**src/rtl/sisc_ctrl_fsm_if.sv**
```systemverilog
`default_nettype none
// ============================================================================
//  Module   : sisc_ctrl_fsm_if
//  Purpose  : Bundle of signals between the SISC control FSM and the
//             datapath. The datapath (IR, status register, data memory)
//             supplies the instruction fields, flags and memory-ready. The
//             controller returns every write/select strobe, the halted flag
//             and the retired-instruction count.
//  Modports : master - control FSM side (consumes IR/status, drives strobes)
//             slave  - datapath side (drives IR/status, consumes strobes)
//  Signals  : opcode    IR opcode field
//             mm        IR mm field (ALU immediate select / branch mask)
//             stat      ALU status flags
//             mem_rdy   data memory transfer complete
//             pc_rst, pc_write, pc_sel, br_sel, ir_load, rb_sel,
//             alu_op[1:0], wb_sel, rf_we, dm_we   datapath strobes
//             halted    controller parked in HALT
//             instr_cnt retired-instruction count
//  Revision : 1.0  initial release
// ============================================================================
interface sisc_ctrl_fsm_if #(
    parameter int OP_W   = 4,
    parameter int MM_W   = 4,
    parameter int STAT_W = 4,
    parameter int CNT_W  = 16
);
    // Instruction fields and datapath status
    logic [OP_W-1:0]   opcode;
    logic [MM_W-1:0]   mm;
    logic [STAT_W-1:0] stat;
    logic              mem_rdy;

    // Datapath strobes and selects
    logic              pc_rst;
    logic              pc_write;
    logic              pc_sel;
    logic              br_sel;
    logic              ir_load;
    logic              rb_sel;
    logic [1:0]        alu_op;
    logic              wb_sel;
    logic              rf_we;
    logic              dm_we;

    // Status back to the system
    logic              halted;
    logic [CNT_W-1:0]  instr_cnt;

    modport master (
        input  opcode, mm, stat, mem_rdy,
        output pc_rst, pc_write, pc_sel, br_sel, ir_load, rb_sel,
               alu_op, wb_sel, rf_we, dm_we, halted, instr_cnt
    );

    modport slave (
        output opcode, mm, stat, mem_rdy,
        input  pc_rst, pc_write, pc_sel, br_sel, ir_load, rb_sel,
               alu_op, wb_sel, rf_we, dm_we, halted, instr_cnt
    );
endinterface
`default_nettype wire

```
**src/rtl/sisc_ctrl_fsm.sv**
```systemverilog
`default_nettype none
// ============================================================================
//  Module   : sisc_ctrl_fsm
//  Purpose  : Multi-cycle control unit for the SISC datapath. Sequences each
//             instruction through FETCH, DECODE, EXECUTE, MEM and WRITEBACK,
//             decodes LOD/STR/branch/ALU opcodes into datapath strobes,
//             optionally stretches MEM until the data memory is ready, parks
//             in a terminal HALT state on HLT, and counts retired
//             instructions.
//  Ports    : clk       clock, rising edge
//             rst_f     asynchronous active-low reset
//             bus       sisc_ctrl_fsm_if.master
//                         in : opcode, mm, stat, mem_rdy
//                         out: pc_rst, pc_write, pc_sel, br_sel, ir_load,
//                              rb_sel, alu_op, wb_sel, rf_we, dm_we,
//                              halted, instr_cnt
//  Params   : OP_W      opcode width
//             MM_W      mm field / branch mask width
//             STAT_W    status flag width (normally equal to MM_W)
//             MEM_WAIT  1: LOD/STR hold in MEM until mem_rdy, 0: single MEM
//             CNT_W     retired-instruction counter width
//  Revision : 1.0  initial release
// ============================================================================
module sisc_ctrl_fsm #(
    parameter int OP_W     = 4,
    parameter int MM_W     = 4,
    parameter int STAT_W   = 4,
    parameter int MEM_WAIT = 1,
    parameter int CNT_W    = 16
) (
    input  logic            clk,
    input  logic            rst_f,
    sisc_ctrl_fsm_if.master bus
);

    // ------------------------------------------------------------------
    // Opcode encodings and field constants
    // ------------------------------------------------------------------
    localparam logic [OP_W-1:0] c_OP_LOD = OP_W'(1);
    localparam logic [OP_W-1:0] c_OP_STR = OP_W'(2);
    localparam logic [OP_W-1:0] c_OP_BRA = OP_W'(4);
    localparam logic [OP_W-1:0] c_OP_BRR = OP_W'(5);
    localparam logic [OP_W-1:0] c_OP_BNE = OP_W'(6);
    localparam logic [OP_W-1:0] c_OP_BNR = OP_W'(7);
    localparam logic [OP_W-1:0] c_OP_ALU = OP_W'(8);
    localparam logic [OP_W-1:0] c_OP_HLT = OP_W'(15);

    // mm value that selects the ALU immediate operand
    localparam logic [MM_W-1:0] c_MM_IMM = MM_W'(8);

    // Only the overlapping bits of mask and flags take part in branch tests
    localparam int c_FLAG_W = (MM_W < STAT_W) ? MM_W : STAT_W;

    // ALU function codes
    localparam logic [1:0] c_ALU_ADD  = 2'b01;   // address: base + offset
    localparam logic [1:0] c_ALU_IDLE = 2'b10;   // idle / pass-through

    // ------------------------------------------------------------------
    // State encoding
    // ------------------------------------------------------------------
    typedef enum logic [2:0] {
        S_START0    = 3'd0,
        S_START1    = 3'd1,
        S_FETCH     = 3'd2,
        S_DECODE    = 3'd3,
        S_EXECUTE   = 3'd4,
        S_MEM       = 3'd5,
        S_WRITEBACK = 3'd6,
        S_HALT      = 3'd7
    } state_t;

    state_t           r_state;
    state_t           w_next_state;
    logic [CNT_W-1:0] r_instr_cnt;

    // ------------------------------------------------------------------
    // Instruction decode
    // ------------------------------------------------------------------
    logic w_is_lod;
    logic w_is_str;
    logic w_is_bra;
    logic w_is_brr;
    logic w_is_bne;
    logic w_is_bnr;
    logic w_is_alu;
    logic w_is_hlt;
    logic w_imm_mode;
    logic w_flag_hit;
    logic w_br_taken;
    logic w_br_abs;
    logic w_mem_op;
    logic w_mem_stall;

    assign w_is_lod   = (bus.opcode == c_OP_LOD);
    assign w_is_str   = (bus.opcode == c_OP_STR);
    assign w_is_bra   = (bus.opcode == c_OP_BRA);
    assign w_is_brr   = (bus.opcode == c_OP_BRR);
    assign w_is_bne   = (bus.opcode == c_OP_BNE);
    assign w_is_bnr   = (bus.opcode == c_OP_BNR);
    assign w_is_alu   = (bus.opcode == c_OP_ALU);
    assign w_is_hlt   = (bus.opcode == c_OP_HLT);
    assign w_imm_mode = (bus.mm == c_MM_IMM);
    assign w_mem_op   = w_is_lod | w_is_str;

    // Any masked flag set: BRA/BRR branch on it, BNE/BNR on its absence.
    assign w_flag_hit = |(bus.stat[c_FLAG_W-1:0] & bus.mm[c_FLAG_W-1:0]);
    assign w_br_taken = ((w_is_bra | w_is_brr) &  w_flag_hit) |
                        ((w_is_bne | w_is_bnr) & ~w_flag_hit);
    // BRA/BNE use the absolute target, BRR/BNR the PC-relative one.
    assign w_br_abs   = w_is_bra | w_is_bne;

    // Memory-ready handshake only exists in the waiting build; otherwise
    // MEM is a fixed single cycle and mem_rdy is never looked at.
    generate
        if (MEM_WAIT != 0) begin : g_mem_wait
            assign w_mem_stall = w_mem_op & ~bus.mem_rdy;
        end else begin : g_no_mem_wait
            logic w_unused_rdy;
            assign w_unused_rdy = bus.mem_rdy;
            assign w_mem_stall  = 1'b0;
        end
    endgenerate

    // ------------------------------------------------------------------
    // State register and retired-instruction counter
    // ------------------------------------------------------------------
    // Reset lands in START1 (not START0) so the PC clear strobe is active
    // for as long as rst_f is held and for the cycle after its release.
    always_ff @(posedge clk or negedge rst_f) begin
        if (!rst_f) begin
            r_state <= S_START1;
        end else begin
            r_state <= w_next_state;
        end
    end

    // Every WRITEBACK is followed by FETCH, so a WRITEBACK cycle is exactly
    // one retirement. The counter wraps naturally at 2^CNT_W.
    always_ff @(posedge clk or negedge rst_f) begin
        if (!rst_f) begin
            r_instr_cnt <= '0;
        end else if (r_state == S_WRITEBACK) begin
            r_instr_cnt <= r_instr_cnt + CNT_W'(1);
        end
    end

    // ------------------------------------------------------------------
    // Next-state logic
    // ------------------------------------------------------------------
    always_comb begin
        w_next_state = r_state;
        case (r_state)
            S_START0:    w_next_state = S_START1;
            S_START1:    w_next_state = S_FETCH;
            S_FETCH:     w_next_state = S_DECODE;
            S_DECODE:    w_next_state = w_is_hlt ? S_HALT : S_EXECUTE;
            S_EXECUTE:   w_next_state = S_MEM;
            S_MEM:       w_next_state = w_mem_stall ? S_MEM : S_WRITEBACK;
            S_WRITEBACK: w_next_state = S_FETCH;
            S_HALT:      w_next_state = S_HALT;
            default:     w_next_state = S_START1;
        endcase
    end

    // ------------------------------------------------------------------
    // Output decode (Moore on state, Mealy on IR fields / flags)
    // ------------------------------------------------------------------
    logic       w_pc_rst;
    logic       w_pc_write;
    logic       w_pc_sel;
    logic       w_br_sel;
    logic       w_ir_load;
    logic       w_rb_sel;
    logic [1:0] w_alu_op;
    logic       w_wb_sel;
    logic       w_rf_we;
    logic       w_dm_we;
    logic       w_halted;

    always_comb begin
        w_pc_rst   = 1'b0;
        w_pc_write = 1'b0;
        w_pc_sel   = 1'b0;
        w_br_sel   = 1'b0;
        w_ir_load  = 1'b0;
        w_rb_sel   = 1'b0;
        w_alu_op   = c_ALU_IDLE;
        w_wb_sel   = 1'b0;
        w_rf_we    = 1'b0;
        w_dm_we    = 1'b0;
        w_halted   = 1'b0;

        case (r_state)
            S_START1: begin
                w_pc_rst = 1'b1;
            end

            S_FETCH: begin
                // Latch the instruction and step the PC to PC+1.
                w_ir_load  = 1'b1;
                w_pc_write = 1'b1;
                w_pc_sel   = 1'b0;
            end

            S_EXECUTE: begin
                if (w_is_alu) begin
                    w_alu_op = {1'b0, w_imm_mode};
                end else if (w_mem_op) begin
                    w_alu_op = c_ALU_ADD;
                    w_rb_sel = w_is_str;
                end else if (w_br_taken) begin
                    // Not-taken branches fall through on the PC+1 already
                    // written in FETCH, so no PC strobe is needed.
                    w_pc_write = 1'b1;
                    w_pc_sel   = 1'b1;
                    w_br_sel   = w_br_abs;
                end
            end

            S_MEM: begin
                if (w_is_alu) begin
                    w_alu_op = {1'b1, w_imm_mode};
                end else if (w_mem_op) begin
                    // Address and store data are held steady for the whole
                    // wait so the memory sees a stable request.
                    w_alu_op = c_ALU_ADD;
                    w_rb_sel = w_is_str;
                    w_dm_we  = w_is_str;
                end
            end

            S_WRITEBACK: begin
                if (w_is_alu) begin
                    w_rf_we  = 1'b1;
                    w_wb_sel = 1'b0;
                end else if (w_is_lod) begin
                    w_rf_we  = 1'b1;
                    w_wb_sel = 1'b1;
                end
            end

            S_HALT: begin
                w_halted = 1'b1;
            end

            default: begin
            end
        endcase
    end

    assign bus.pc_rst    = w_pc_rst;
    assign bus.pc_write  = w_pc_write;
    assign bus.pc_sel    = w_pc_sel;
    assign bus.br_sel    = w_br_sel;
    assign bus.ir_load   = w_ir_load;
    assign bus.rb_sel    = w_rb_sel;
    assign bus.alu_op    = w_alu_op;
    assign bus.wb_sel    = w_wb_sel;
    assign bus.rf_we     = w_rf_we;
    assign bus.dm_we     = w_dm_we;
    assign bus.halted    = w_halted;
    assign bus.instr_cnt = r_instr_cnt;

endmodule
`default_nettype wire

```
**src/flat_wrapper.sv**
```systemverilog
// flat-port wrapper written by rule: the top's interface ports become plain ports
module sisc_ctrl_fsm_flat 
#(
    parameter int OP_W     = 4,
    parameter int MM_W     = 4,
    parameter int STAT_W   = 4,
    parameter int MEM_WAIT = 1,
    parameter int CNT_W    = 16
)
  (clk, rst_f, bus_opcode, bus_mm, bus_stat, bus_mem_rdy, bus_pc_rst, bus_pc_write, bus_pc_sel, bus_br_sel, bus_ir_load, bus_rb_sel, bus_alu_op, bus_wb_sel, bus_rf_we, bus_dm_we, bus_halted, bus_instr_cnt);
  sisc_ctrl_fsm_if #(.OP_W(OP_W), .MM_W(MM_W), .STAT_W(STAT_W), .CNT_W(CNT_W)) bus_i ();
  input  logic clk;
  input  logic rst_f;
  input wire logic [$bits(bus_i.opcode)-1:0] bus_opcode;
  input wire logic [$bits(bus_i.mm)-1:0] bus_mm;
  input wire logic [$bits(bus_i.stat)-1:0] bus_stat;
  input wire logic [$bits(bus_i.mem_rdy)-1:0] bus_mem_rdy;
  output wire logic [$bits(bus_i.pc_rst)-1:0] bus_pc_rst;
  output wire logic [$bits(bus_i.pc_write)-1:0] bus_pc_write;
  output wire logic [$bits(bus_i.pc_sel)-1:0] bus_pc_sel;
  output wire logic [$bits(bus_i.br_sel)-1:0] bus_br_sel;
  output wire logic [$bits(bus_i.ir_load)-1:0] bus_ir_load;
  output wire logic [$bits(bus_i.rb_sel)-1:0] bus_rb_sel;
  output wire logic [$bits(bus_i.alu_op)-1:0] bus_alu_op;
  output wire logic [$bits(bus_i.wb_sel)-1:0] bus_wb_sel;
  output wire logic [$bits(bus_i.rf_we)-1:0] bus_rf_we;
  output wire logic [$bits(bus_i.dm_we)-1:0] bus_dm_we;
  output wire logic [$bits(bus_i.halted)-1:0] bus_halted;
  output wire logic [$bits(bus_i.instr_cnt)-1:0] bus_instr_cnt;
  assign bus_i.opcode = bus_opcode;
  assign bus_i.mm = bus_mm;
  assign bus_i.stat = bus_stat;
  assign bus_i.mem_rdy = bus_mem_rdy;
  assign bus_pc_rst = bus_i.pc_rst;
  assign bus_pc_write = bus_i.pc_write;
  assign bus_pc_sel = bus_i.pc_sel;
  assign bus_br_sel = bus_i.br_sel;
  assign bus_ir_load = bus_i.ir_load;
  assign bus_rb_sel = bus_i.rb_sel;
  assign bus_alu_op = bus_i.alu_op;
  assign bus_wb_sel = bus_i.wb_sel;
  assign bus_rf_we = bus_i.rf_we;
  assign bus_dm_we = bus_i.dm_we;
  assign bus_halted = bus_i.halted;
  assign bus_instr_cnt = bus_i.instr_cnt;
  sisc_ctrl_fsm #(.OP_W(OP_W), .MM_W(MM_W), .STAT_W(STAT_W), .MEM_WAIT(MEM_WAIT), .CNT_W(CNT_W)) u_core (.clk(clk), .rst_f(rst_f), .bus(bus_i));
endmodule
```
**config.mk**
```make
export PLATFORM = sky130hd
export DESIGN_NAME = sisc_ctrl_fsm_flat
export DESIGN_NICKNAME = d
export VERILOG_FILES = /design/src/rtl/sisc_ctrl_fsm_if.sv /design/src/rtl/sisc_ctrl_fsm.sv /design/src/flat_wrapper.sv
export SDC_FILE = /design/constraint.sdc
export NUM_CORES = 1
export LEC_CHECK = 0
export ABC_AREA = 1
export CAP_MARGIN = 5
export CORE_AREA = 2 2 92 50
export CTS_CLUSTER_SIZE = 28
export DETAILED_ROUTE_END_ITERATION = 12
export DIE_AREA = 0 0 94 52
export GPL_TIMING_DRIVEN = 0
export PLACE_DENSITY = 0.68
export SYNTH_ARGS = -nofsm -noshare
export SYNTH_HDL_FRONTEND = slang
export SYNTH_SLANG_ARGS = --single-unit
```
**constraint.sdc**
```tcl
create_clock -name clk -period 1.8 [get_ports clk]
set_clock_uncertainty 0.15 [all_clocks]
set_input_delay 0.36 -clock clk [delete_from_list [all_inputs] [get_ports clk]]
set_output_delay 0.36 -clock clk [all_outputs]
set_load 0.1 [all_outputs]
```
==> results of run 1 <==
cells in the mapped netlist (all sizes together):
cell,instances,area share [%]
a21oi,1,0.42
nor2,18,7.2
xor2,4,3.0
inv,28,8.9
o31ai,1,0.64
dfstp,1,2.2
dfrtp,18,38
nand3,17,8.7
nand4,5,2.6
nand3b,1,0.64
ha,1,1.1
o22ai,1,0.53
nor3,5,3.1
xnor2,7,5.2
nand2,50,16
o21ai,3,1.3
o211ai,1,0.64
flip-flops by register name, summed over array words and instances, names as in the netlist, named ones only:
name	count
u_core.r_state	2
u_core.bus.instr_cnt	16
cell families after synthesis:
group	Yosys count
AO/OA/AOI/OAI	7
AND/OR/NAND/NOR	96
buffers and inverters	28
adder cells (fa/ha/maj)	1
XOR/XNOR	11
flip-flops	19
routing by layer:
layer | up-vias | track usage, %
li1 | 625 | -
met1 | 575 | 20.5
met2 | 27 | 21.9
met3 | 2 | 3.62
met4 | 0 | 3.14
met5 | - | 0
power by group:
part	total, W	internal, W	switching (W)	leakage, nW
Sequential	0.000674	0.000531	0.000143	0.230
Clock	0.000289	0.000154	0.000135	0.0255
Combinational	0.00178	0.000592	0.00119	0.699
Total	0.00274	0.00128	0.00147	0.954
area by class of cell:
| type | count | share of cell area, % |
|---|---|---|
| multi-input combinational | 115 | 36.9 |
| tap | 57 | 3.35 |
| sequential | 19 | 23.3 |
| clock inverter | 1 | 0.235 |
| inverter | 28 | 5.58 |
| clock buffer | 3 | 1.94 |
| timing repair buffer | 53 | 28.7 |
critical path, delay by kind of cell, from the launching register on:
| family | cells | cell delay (ns) |
|---|---|---|
| buf+inv | 3 | 0.35 |
| compound gates | 1 | 0.19 |
| flops | 1 | 0.44 |
| simple gates | 2 | 0.19 |
metrics by stage:
step	hold WS [ns]	instances	TNS (ns)	util (%)	power [W]
floorplan	-0.0856	162	-0.396	-	0.00175
global placement	0.331	261	-17.56	42.9	0.00206
detailed placement	0.336	261	-17.79	42.9	0.00209
CTS	0.346	272	-0.990	49.1	0.00260
global route	0.365	276	-1.74	51.3	0.00287
finish	0.348	276	-1.00	51.3	0.00274
worst min path at each step:
stage                                              from                                   to  slack (ns)
floorplan                                         rst_f                            async pin       -0.09
global placement    u_core.bus.instr_cnt[4]$_DFFE_PN0P_  u_core.bus.instr_cnt[4]$_DFFE_PN0P_        0.33
detailed placement  u_core.bus.instr_cnt[4]$_DFFE_PN0P_  u_core.bus.instr_cnt[4]$_DFFE_PN0P_        0.34
CTS                 u_core.bus.instr_cnt[4]$_DFFE_PN0P_  u_core.bus.instr_cnt[4]$_DFFE_PN0P_        0.35
global route        u_core.bus.instr_cnt[7]$_DFFE_PN0P_  u_core.bus.instr_cnt[7]$_DFFE_PN0P_        0.36
finish              u_core.bus.instr_cnt[4]$_DFFE_PN0P_  u_core.bus.instr_cnt[4]$_DFFE_PN0P_        0.35
what timing repair did:
action                                  CTS  global route
endpoints found under the setup margin   28            12
resized for setup                       192            15
setup buffers                             7             4
pin swaps                                12             7
hold endpoints to repair                  0             0
==> flow_summary.ini, run 1 <==
[status]
status = finished, violations left
violations = negative setup slack

[floorplan]
row_count = 17
coreArea_um2 = 4150
die-height_um = 52
io_pins = 43
start_util_pct = 28.5
fp.dieArea_um2 = 4890
fp.dieW_um = 94

[global_route]
grt_max_degree = 20
grt_pass1_vias = 1188
grt_overflow_total = 0
grt_pass1_wl_um = 5400
antenna_found_initial = 0
grtUsageTotal_pct = 14.3

[logic_synthesis]
synth_top_family_by_area = simple AND/OR/NAND/NOR gates
yosysSeqAreaShare_pct = 40.3
synth_cells = 162
yosysWarningCount = 0
yosys.area_share.adder_pct = 1.06
syn_area_um2 = 1180
synth_xor_area_share_pct = 8.15
synth.distinct_cells = 24
avgSynthCellArea_um2 = 7.30
synth-simple-area-share_pct = 38.1
postSynthRegisterBits = 19
muxShareOfSynthArea_pct = 0
synth-compound-area-share_pct = 3.49
synth_nets = 178

[worst_setup_path]
crit_end = bus_alu_op[0]
critical_path.slowest_cell = dfrtp_2
endpoint_kind = output port
r2r_start = u_core.r_state[1]$_DFF_PN0_
crit_type = flop to output port
crit_chain = inv_2, nand2_4, o31ai_2, nand2_1, clkinvlp_4, buf_12
crit_path_start_kind = flop
rr_endpoint = u_core.bus.instr_cnt[13]$_DFFE_PN0P_
cp.required_ns = 1.29
r2r_cells = 10
cp_max_fo = 5
crit_start = u_core.r_state[1]$_DFF_PN0_
arrival_ns = 1.43
worst-r2r-setup-slack_ns = 0.14
cpPeakStageDelay_ns = 0.44

[detailed_routing]
wl_per_cell_um = 11.7
first_iter_violations = 37
wl_um = 3220
firstDrtPassIters = 4
avgViaCountPerCell = 4.45
routed-wl-met2_um = 1370
via_count = 1229
met1_length_um = 1730
route.detailed.drc = 0
top_layer_used = met4
final_antenna_net_count = 0
wl_met3_um = 121

[run]
maxCapViolations = 0

[sta]
final-setup-viol-count = 12
rsz0062_at_grt = true
slew_violations = 0
hold_viol = 0
relSlewSlack_pct = 44.3
fmax_ghz = 0.516
setup_slack_ns = -0.138
finalCritPeriodShare_pct = 108
post-route-min-period_ns = 1.94
worst_slew_pin_slew_ns = 0.833

[placed_design]
place.gp.congestion = 0.839
pre_cts_slack_ns = -1.48
dpl-instance-area_um2 = 1780
dp.final_hpwl_um = 2450
portBuffers = 42

[layout]
fillers = 370
syn2layout_area_growth_pct = 80.1
post-route-cell-area_um2 = 2130
final_nets = 236
multi_input_area_um2 = 786
drive_above_1_share_pct = 46.6
regArea_um2 = 495
diodes = 0
final_cell_mix = nand2_1, inv_1, clkdlybuf4s15_2
final_common_cell = nand2_1

[clock_network]
path_clk_slew_ns = 0.07
cts_buffer_depth = 2
clock_sinks = 19
cts_max_level = 1
numCtsBuffers = 3
cts_tree = yes
clk_latency_ns = 0.26
cts_hold_buffers = 0
cts-root-buf = clkbuf_8

[worst_hold_path]
hold_path.class = flop to flop
holdPathStages = 1

[pwr]
p_leak_nw = 0.954
p_per_area_nw_per_um2 = 1290
vdd_drop_max_v = 0.00105
No activity file was read; power rests on OpenSTA's default activity.
==> run 2: changes to the inputs <==
--- a/config.mk
+++ b/config.mk
@@ -13,6 +13,7 @@
 export DIE_AREA = 0 0 94 52
 export GPL_TIMING_DRIVEN = 0
 export PLACE_DENSITY = 0.68
+export RECOVER_POWER = 25
 export SYNTH_ARGS = -nofsm -noshare
 export SYNTH_HDL_FRONTEND = slang
 export SYNTH_SLANG_ARGS = --single-unit
==> flow_summary.ini, run 2 (synthesis gave the netlist of run 1 again) <==
[status]
status = finished, violations left
violations = negative setup slack

[placed_design]
place.gp.congestion = 0.839
portBuffers = 42
dp.final_hpwl_um = 2450

[worst_setup_path]
cp_max_fo = 5
crit_path_start_kind = flop
crit_start = u_core.r_state[1]$_DFF_PN0_
critical_path.slowest_cell = dfrtp_2
rr_endpoint = u_core.bus.instr_cnt[12]$_DFFE_PN0P_
r2r_cells = 9
crit_chain = inv_2, nand2_4, o31ai_2, nand2_1, clkinvlp_4, buf_12
arrival_ns = 1.43
r2r_start = u_core.r_state[1]$_DFF_PN0_
crit_end = bus_alu_op[0]
worst-r2r-setup-slack_ns = -0.05
endpoint_kind = output port
cpPeakStageDelay_ns = 0.44
crit_type = flop to output port
cp.required_ns = 1.29

[detailed_routing]
avgViaCountPerCell = 4.46
via_count = 1231
firstDrtPassIters = 4
route.detailed.drc = 0
wl_um = 3230
first_iter_violations = 37
wl_per_cell_um = 11.7
final_antenna_net_count = 0

[worst_hold_path]
hold_path.class = flop to flop

[clock_network]
cts_tree = yes
cts_max_level = 1
cts_buffer_depth = 2
path_clk_slew_ns = 0.07
cts-root-buf = clkbuf_8
cts_hold_buffers = 0
clock_sinks = 19
clk_latency_ns = 0.26
numCtsBuffers = 3

[pwr]
p_switching_w = 0.00147
p_int_w = 0.00127
vdd_drop_max_v = 0.00105
p_per_area_nw_per_um2 = 1290
p_sw_share_pct = 53.6
power_w = 0.00274
combPwrFrac_pct = 64.8
p_leak_nw = 0.952
clkPwrFrac_pct = 10.6
pwr-share-seq_pct = 24.6

[floorplan]
row_count = 17
io_pins = 43
fp.dieW_um = 94
coreArea_um2 = 4150
die-height_um = 52
fp.dieArea_um2 = 4890
start_util_pct = 28.5

[global_route]
grt_pass1_wl_um = 5400
grt_pass1_vias = 1188
grt_max_degree = 20
grtUsageTotal_pct = 14.3
grt_overflow_total = 0
antenna_found_initial = 0

[sta]
worst_slew_pin_slew_ns = 0.841
slew_violations = 0
setup_slack_ns = -0.139
finalCritPeriodShare_pct = 108
final-setup-viol-count = 18
hold_viol = 0
tns_ns = -1.18
fmax_ghz = 0.516
relSlewSlack_pct = 43.7
timing.hold.ws_ns = 0.348
post-route-min-period_ns = 1.94
rsz0062_at_grt = true

[layout]
fillers = 372
regArea_um2 = 495
multi_input_area_um2 = 786
diodes = 0
final_cell_mix = nand2_1, inv_1, clkdlybuf4s15_2
syn2layout_area_growth_pct = 79.8
final_nets = 236
final_common_cell = nand2_1
drive_above_1_share_pct = 46.1
largest_reg_flops = 16

[run]
maxCapViolations = 0
run 2: changes by cell type in the layout (fill, tap and decap cells not counted), sizes merged:
cell / previous run / this run
clkbuf: 3 / 4
clkdlybuf4s50: 2 / 1
buf: 27 / 26
dlygate4sd3: 0 / 1
run 2: critical path, delay by kind of cell, from the launching register on:
family	cells	cell delay, ns
buffers and inverters	3	0.35
AOI/OAI and AO/OA	1	0.19
DFF	1	0.44
and+or+nand+nor	2	0.19
run 2: layer usage:
| layer | global-route usage [%] | share of wire, % | up-vias |
|---|---|---|---|
| met5 | 0 | 0 | - |
| met4 | 3.14 | 0.22 | 0 |
| met2 | 21.9 | 42 | 27 |
| met1 | 20.5 | 53 | 578 |
| met3 | 3.62 | 3.8 | 2 |
| li1 | - | - | 624 |
run 2: area by class of cell:
class                   instances  area share, %
clock buffers                   3           1.94
clock inverters                 1          0.235
inverters                      28           5.59
multi-input cells             115           37.0
flip-flops and latches         19           23.3
well taps                      57           3.35
repair buffers                 53           28.6
run 2: stage by stage:
| step | setup slack [ns] | area (um2) | instances | util [%] |
|---|---|---|---|---|
| CTS | -0.219 | 2040 | 272 | 49.1 |
| finish | -0.139 | 2130 | 276 | 51.3 |
| global placement | -1.48 | 1780 | 261 | 42.9 |
| detailed placement | -1.48 | 1780 | 261 | 42.9 |
| floorplan | -0.183 | 1290 | 162 | - |
| global route | -0.209 | 2130 | 276 | 51.3 |
run 2: worst min-delay path by stage:
| stage | from | cells past startpoint | end | slack (ns) |
|---|---|---|---|---|
| after global placement | u_core.bus.instr_cnt[4]$_DFFE_PN0P_ | 1 | u_core.bus.instr_cnt[4]$_DFFE_PN0P_ | 0.33 |
| after CTS | u_core.bus.instr_cnt[4]$_DFFE_PN0P_ | 1 | u_core.bus.instr_cnt[4]$_DFFE_PN0P_ | 0.35 |
| final | u_core.bus.instr_cnt[4]$_DFFE_PN0P_ | 1 | u_core.bus.instr_cnt[4]$_DFFE_PN0P_ | 0.35 |
| after detailed placement | u_core.bus.instr_cnt[4]$_DFFE_PN0P_ | 1 | u_core.bus.instr_cnt[4]$_DFFE_PN0P_ | 0.34 |
| after global routing | u_core.bus.instr_cnt[7]$_DFFE_PN0P_ | 1 | u_core.bus.instr_cnt[7]$_DFFE_PN0P_ | 0.36 |
| after floorplan | rst_f | 0 | async pin | -0.09 |
run 2: timing repair:
action,CTS,global route
buffers inserted,7,4
pin swaps,12,7
resized for setup,192,15
setup endpoints to repair,28,12
run 2: power groups by stage:
stage / clock [W] / sequential (W) / combinational [W]
finish: 0.000289 / 0.000674 / 0.00178
global route: 0.000312 / 0.000692 / 0.00186
CTS: 0.000297 / 0.000659 / 0.00164
detailed placement: 0 / 0.000676 / 0.00141
global placement: 0 / 0.000673 / 0.00139
floorplan: 0 / 0.000960 / 0.000787
==> run 3: changes to the inputs <==
--- a/config.mk
+++ b/config.mk
@@ -6,14 +6,17 @@
 export NUM_CORES = 1
 export LEC_CHECK = 0
 export ABC_AREA = 1
+export ABC_CLOCK_PERIOD_IN_PS = 1800
 export CAP_MARGIN = 5
 export CORE_AREA = 2 2 92 50
 export CTS_CLUSTER_SIZE = 28
 export DETAILED_ROUTE_END_ITERATION = 12
 export DIE_AREA = 0 0 94 52
+export DONT_BUFFER_PORTS = 1
 export GPL_TIMING_DRIVEN = 0
-export PLACE_DENSITY = 0.68
+export PLACE_DENSITY = 0.55
 export RECOVER_POWER = 25
+export SLEW_MARGIN = 30
 export SYNTH_ARGS = -nofsm -noshare
 export SYNTH_HDL_FRONTEND = slang
 export SYNTH_SLANG_ARGS = --single-unit
==> flow_summary.ini, run 3 (synthesis gave the netlist of run 1 again) <==
[floorplan]
coreArea_um2 = 4150
row_count = 17
die-height_um = 52
start_util_pct = 28.5
fp.dieArea_um2 = 4890
io_pins = 43
fp.dieW_um = 94

[clock_network]
clock_sinks = 19
clk_latency_ns = 0.25
cts_max_level = 1
path_clk_slew_ns = 0.07
cts_tree = yes
numCtsBuffers = 3
cts-root-buf = clkbuf_8
cts_buffer_depth = 2

[sta]
worst_slew_pin_slew_ns = 0.996
fmax_ghz = 0.458
hold_viol = 0
slew_violations = 0
rsz0062_at_grt = true
timing.hold.ws_ns = 0.127
setup_slack_ns = -0.381
tns_ns = -3.02
relSlewSlack_pct = 33.4
final-setup-viol-count = 12
finalCritPeriodShare_pct = 121
post-route-min-period_ns = 2.18

[worst_setup_path]
worst-r2r-setup-slack_ns = 0.06
r2r_cells = 6
cp.required_ns = 1.29
cp_max_fo = 3
r2r_start = u_core.bus.instr_cnt[0]$_DFFE_PN0P_
crit_path_start_kind = flop
arrival_ns = 1.67
crit_type = flop to output port
endpoint_kind = output port
rr_endpoint = u_core.bus.instr_cnt[12]$_DFFE_PN0P_

[detailed_routing]
wl_um = 3180
avgViaCountPerCell = 4.49
firstDrtPassIters = 4
first_iter_violations = 50
via_count = 1082
final_antenna_net_count = 0
wl_per_cell_um = 13.2
route.detailed.drc = 0

[status]
status = finished, violations left
violations = negative setup slack

[run]
maxCapViolations = 0

[layout]
fillers = 424
post-route-cell-area_um2 = 1680
final_nets = 201
fin_cells = 241
drive_above_1_share_pct = 37.5
multi_input_area_um2 = 767
syn2layout_area_growth_pct = 42.1
final_common_cell = nand2_1
regArea_um2 = 520
largest_reg_flops = 16
diodes = 0
final_cell_mix = nand2_1, inv_1, nand3_1, buf_4

[placed_design]
dp.final_hpwl_um = 2290
place.gp.congestion = 0.731
dp_cells = 219
dpl-instance-area_um2 = 1360
portBuffers = 0

[worst_hold_path]
hold_path.class = primary input to flop
hp-start = bus_mem_rdy
holdPathStages = 3
min_delay_worst_endpoint = u_core.r_state[0]$_DFF_PN1_

[pwr]
p_int_w = 0.00116
clkPwrFrac_pct = 11.2
p_switching_w = 0.00148
p_leak_nw = 0.745
pwr-share-seq_pct = 37.8
power_w = 0.00264
p_sw_share_pct = 56.2
vdd_drop_max_v = 0.000640
combPwrFrac_pct = 51.1
p_per_area_nw_per_um2 = 1570

[global_route]
grtUsageTotal_pct = 13.3
grt_pass1_vias = 957
grt_max_degree = 20
antenna_found_initial = 0
grt_pass1_wl_um = 4860
grt_overflow_total = 0
run 3: area by class of cell:
cell class                      instances  area share [%]
Sequential cell                        19            31.0
Timing Repair Buffer                   18            9.16
Multi-Input combinational cell        115            45.6
Inverter                               28            7.30
Clock buffer                            4            2.68
Tap cell                               57            4.24
run 3: worst max path at each step:
| stage | startpoint | endpoint | slack, ns |
|---|---|---|---|
| after floorplan | bus_opcode[2] | bus_dm_we | -0.18 |
| after global placement | bus_opcode[2] | bus_dm_we | -0.25 |
| after detailed placement | bus_opcode[2] | bus_dm_we | -0.27 |
| after CTS | u_core.r_state[0]$_DFF_PN1_ | bus_dm_we | -0.37 |
| after global routing | u_core.r_state[1]$_DFF_PN0_ | bus_dm_we | -0.41 |
| final | u_core.r_state[0]$_DFF_PN1_ | bus_dm_we | -0.38 |
run 3: timing repair:
item                       in CTS  in global routing
hold endpoints to repair       19                 18
pin swaps                       8                  4
buffers inserted               12                  5
resized for setup              20                 15
hold buffers                    1                  1
setup endpoints to repair      19                 21
run 3: power groups by stage:
stage / Sequential (W) / Combinational [W] / Clock [W]
4_1_cts: 0.000972 / 0.00124 / 0.000303
3_5_place_dp: 0.00100 / 0.000862 / 0
3_3_place_gp: 0.00100 / 0.000857 / 0
5_1_grt: 0.00101 / 0.00143 / 0.000332
2_1_floorplan: 0.000960 / 0.000787 / 0
6_report: 0.000997 / 0.00135 / 0.000295
run 3: metrics by stage:
step / setup WS (ns) / utilization (%)
CTS: -0.375 / 38.4
floorplan: -0.183 / -
global route: -0.409 / 40.5
finish: -0.381 / 40.5
global placement: -0.255 / 32.8
detailed placement: -0.266 / 32.8
run 3: critical path, cell delays in order, from the launching register on:
cell     delay, ns
dfstp_2       0.56
inv_4         0.05
nor3_4        0.80
run 3: per-layer routing:
metal	routed length, um	vias to the layer above	share of wire [%]	track usage, %
li1	-	551	-	-
met1	1710	510	54	20.4
met2	1300	19	41	17.4
met3	168	2	5.3	4.93
met4	3	0	0.094	2.17
met5	0	-	0	0
==> variant: new RTL, flow settings as in run 1 <==
Re-encode `state_t` (8 states) as one-hot, 8 bits wide.
--- a/src/rtl/sisc_ctrl_fsm.sv
+++ b/src/rtl/sisc_ctrl_fsm.sv
@@ -60,11 +60,11 @@
     // ------------------------------------------------------------------
-    typedef enum logic [2:0] {
-        S_START0    = 3'd0,
-        S_START1    = 3'd1,
-        S_FETCH     = 3'd2,
-        S_DECODE    = 3'd3,
-        S_EXECUTE   = 3'd4,
-        S_MEM       = 3'd5,
-        S_WRITEBACK = 3'd6,
-        S_HALT      = 3'd7
+    typedef enum logic [7:0] {
+        S_START0    = 8'b00000001,
+        S_START1    = 8'b00000010,
+        S_FETCH     = 8'b00000100,
+        S_DECODE    = 8'b00001000,
+        S_EXECUTE   = 8'b00010000,
+        S_MEM       = 8'b00100000,
+        S_WRITEBACK = 8'b01000000,
+        S_HALT      = 8'b10000000
     } state_t;
Function: same outputs for any inputs over 10 cycles, from zero or initial values and one cycle with rst_f low; not proved beyond that.
==> variant against run 1 <==
The flow still finishes with violations (negative setup slack); die area unchanged; sequential cell count up 4; total power decreased by 30%; synthesized area increased by 19%; wire length is 16% higher; cell area grew 17%; clock power up 14%; sequential share of layout area grew 0.77 points; worst setup slack got worse by 230 ps; count of clock-buffer cells in the layout up 1; largest power group unchanged; highest routed layer unchanged.
==> variant: results (changes against run 1) <==
vias in the first global route: 1362 (was 1188)
Worst R2R Setup Slack: 120 ps (was 140 ps)
fin nets: 280 (was 236)
worst min path class: input port to async pin (was register to register)
fraction of area in multi-input gates: 0.342 (was 0.369)
Clk pwr share: 0.171 (was 0.105)
Signal inverters: 37 (was 28)
setup_tns: -3680 ps (was -1000 ps)
GR Layer Usage met2: 0.261 (was 0.219)
RR Startpoint: u_core.r_state[2] (was u_core.r_state[1])
Comb group: 0.987 mW (was 1.78 mW)
met3 wire length: 136 um (was 121 um)
# setup viols final: 12 (unchanged)
peak supply drop: 0.408 mV (was 1.05 mV)
internal power: 1.11 mW (was 1.28 mW)
status: complete, but fails checks (unchanged)
#MultiIn Comb: 134 (was 115)
post-route setup slack: -368 ps (was -138 ps)
Critical R2R Capture: u_core.bus.instr_cnt[12] (was u_core.bus.instr_cnt[13])
Comb pwr share: 0.510 (was 0.649)
final WL: 3730 um (was 3220 um)
CP Max Fanout: 3 (was 5)
Pleak: 1.12 nW (was 0.954 nW)
failing checks: negative setup slack (unchanged)
top post-synthesis cells by area: dfrtp_1 (39%), nand2_1 (14%), inv_1 (8.8%) (was dfrtp_1 (38%), nand2_1 (16%), inv_1 (8.3%))
hpwl dp: 2610 um (was 2450 um)
GPL Wtd Cong: 0.793 (was 0.839)
initial drt markers: 47 (was 37)
pin count of the biggest net entering global routing: 24 (was 20)
Worst R2R Path Depth: 9 (was 10)
met2 WL post-DR: 1570 um (was 1370 um)
GRT Util Overall: 0.170 (was 0.143)
grt met3 use: 0.0333 (was 0.0362)
Clock transition at path regs: 80 ps
Seq cells: 23 (was 19)
clock buffer count: 4 (was 3)
distinct cell type count after synthesis: 27 (was 24)
layout cells sized above 1: 0.464 (was 0.466)
register cell area after layout: 599 um^2 (was 495 um^2)
Non-CTS buffers: 65 (was 53)
CP arrival: 1660 ps (was 1430 ps)
commonest cells in the netlist: nand2_1 (54), inv_1 (33), nor2_1 (28), dfrtp_1 (22), nand3_1 (13) (was nand2_1 (50), inv_1 (26), dfrtp_1 (18), nand3_1 (15), nor2_1 (15))
vias per inst: 4.40 (was 4.45)
Worst slew margin: 0.292 (was 0.443)
fillers: 342 (was 370)
Clock Tree Root: clkbuf_8 (unchanged)
Syn Nets: 211 (was 178)
first-pass GRT wire length: 6400 um (was 5400 um)
M1 WL: 2010 um (was 1730 um)
Setup crit start: u_core.r_state[6] (was u_core.r_state[1])
sequential share of the synthesized area: 0.409 (was 0.403)
clk cell area share: 0.0181 (was 0.0217)
non-clk buf share: 0.306 (was 0.287)
M1 GR Usage: 0.252 (was 0.205)
-- variant: changes by cell type in the layout (fill, tap and decap cells not counted), moves of 4 or more --
cell	run 1	this run
inv_2	3	8
buf_4	10	16
dfrtp_1	3	8
nand2_1	43	47
buf_6	1	6
dlygate4sd2_1	8	3
nor2_1	7	19
clkdlybuf4s50_1	2	8
-- variant: metrics by stage --
step / worst slack (ps) / instance area (um^2) / hold slack [ps] / utilization / instances
after floorplan: -249 / 1560 / -85.6 / - / 195
after global placement: -1450 / 2050 / 335 / 0.494 / 294
after detailed placement: -1470 / 2050 / 335 / 0.494 / 294
after CTS: -359 / 2420 / 347 / 0.584 / 314
after global routing: -421 / 2490 / 232 / 0.601 / 320
final: -368 / 2490 / 122 / 0.601 / 320
-- variant: cell families after synthesis --
family                     count (synthesis)  synth area share
xor gates and xnor gates                   8            0.0496
AOI/OAI and AO/OA                         10            0.0390
buffers and inverters                     38             0.106
DFF                                       23             0.409
and+or+nand+nor                          115             0.387
adders and majority gates                  1           0.00886
-- variant: what timing repair did --
action | 4_1_cts | 5_1_grt
setup endpoints to repair | 28 | 26
buffers inserted | 16 | 6
resized for setup | 179 | 16
pin swaps | 16 | 9
-- variant: worst max-delay path, cell delays in order, from the launching register on --
cell	delay, ps
dfrtp_1	410
inv_2	80
nand2_4	70
nor2_4	110
inv_2	50
nor2_4	170
nor2_4	80
inv_2	80
nand2_2	60
nor2_4	100
buf_12	180
-- variant: worst max-delay path by stage --
stage	slack [ps]	to	cells after the start
floorplan	-250	bus_alu_op[0]	7
global placement	-1450	bus_alu_op[0]	7
detailed placement	-1470	bus_alu_op[0]	7
CTS	-360	bus_alu_op[0]	10
global route	-420	bus_ir_load	9
finish	-370	bus_alu_op[0]	10
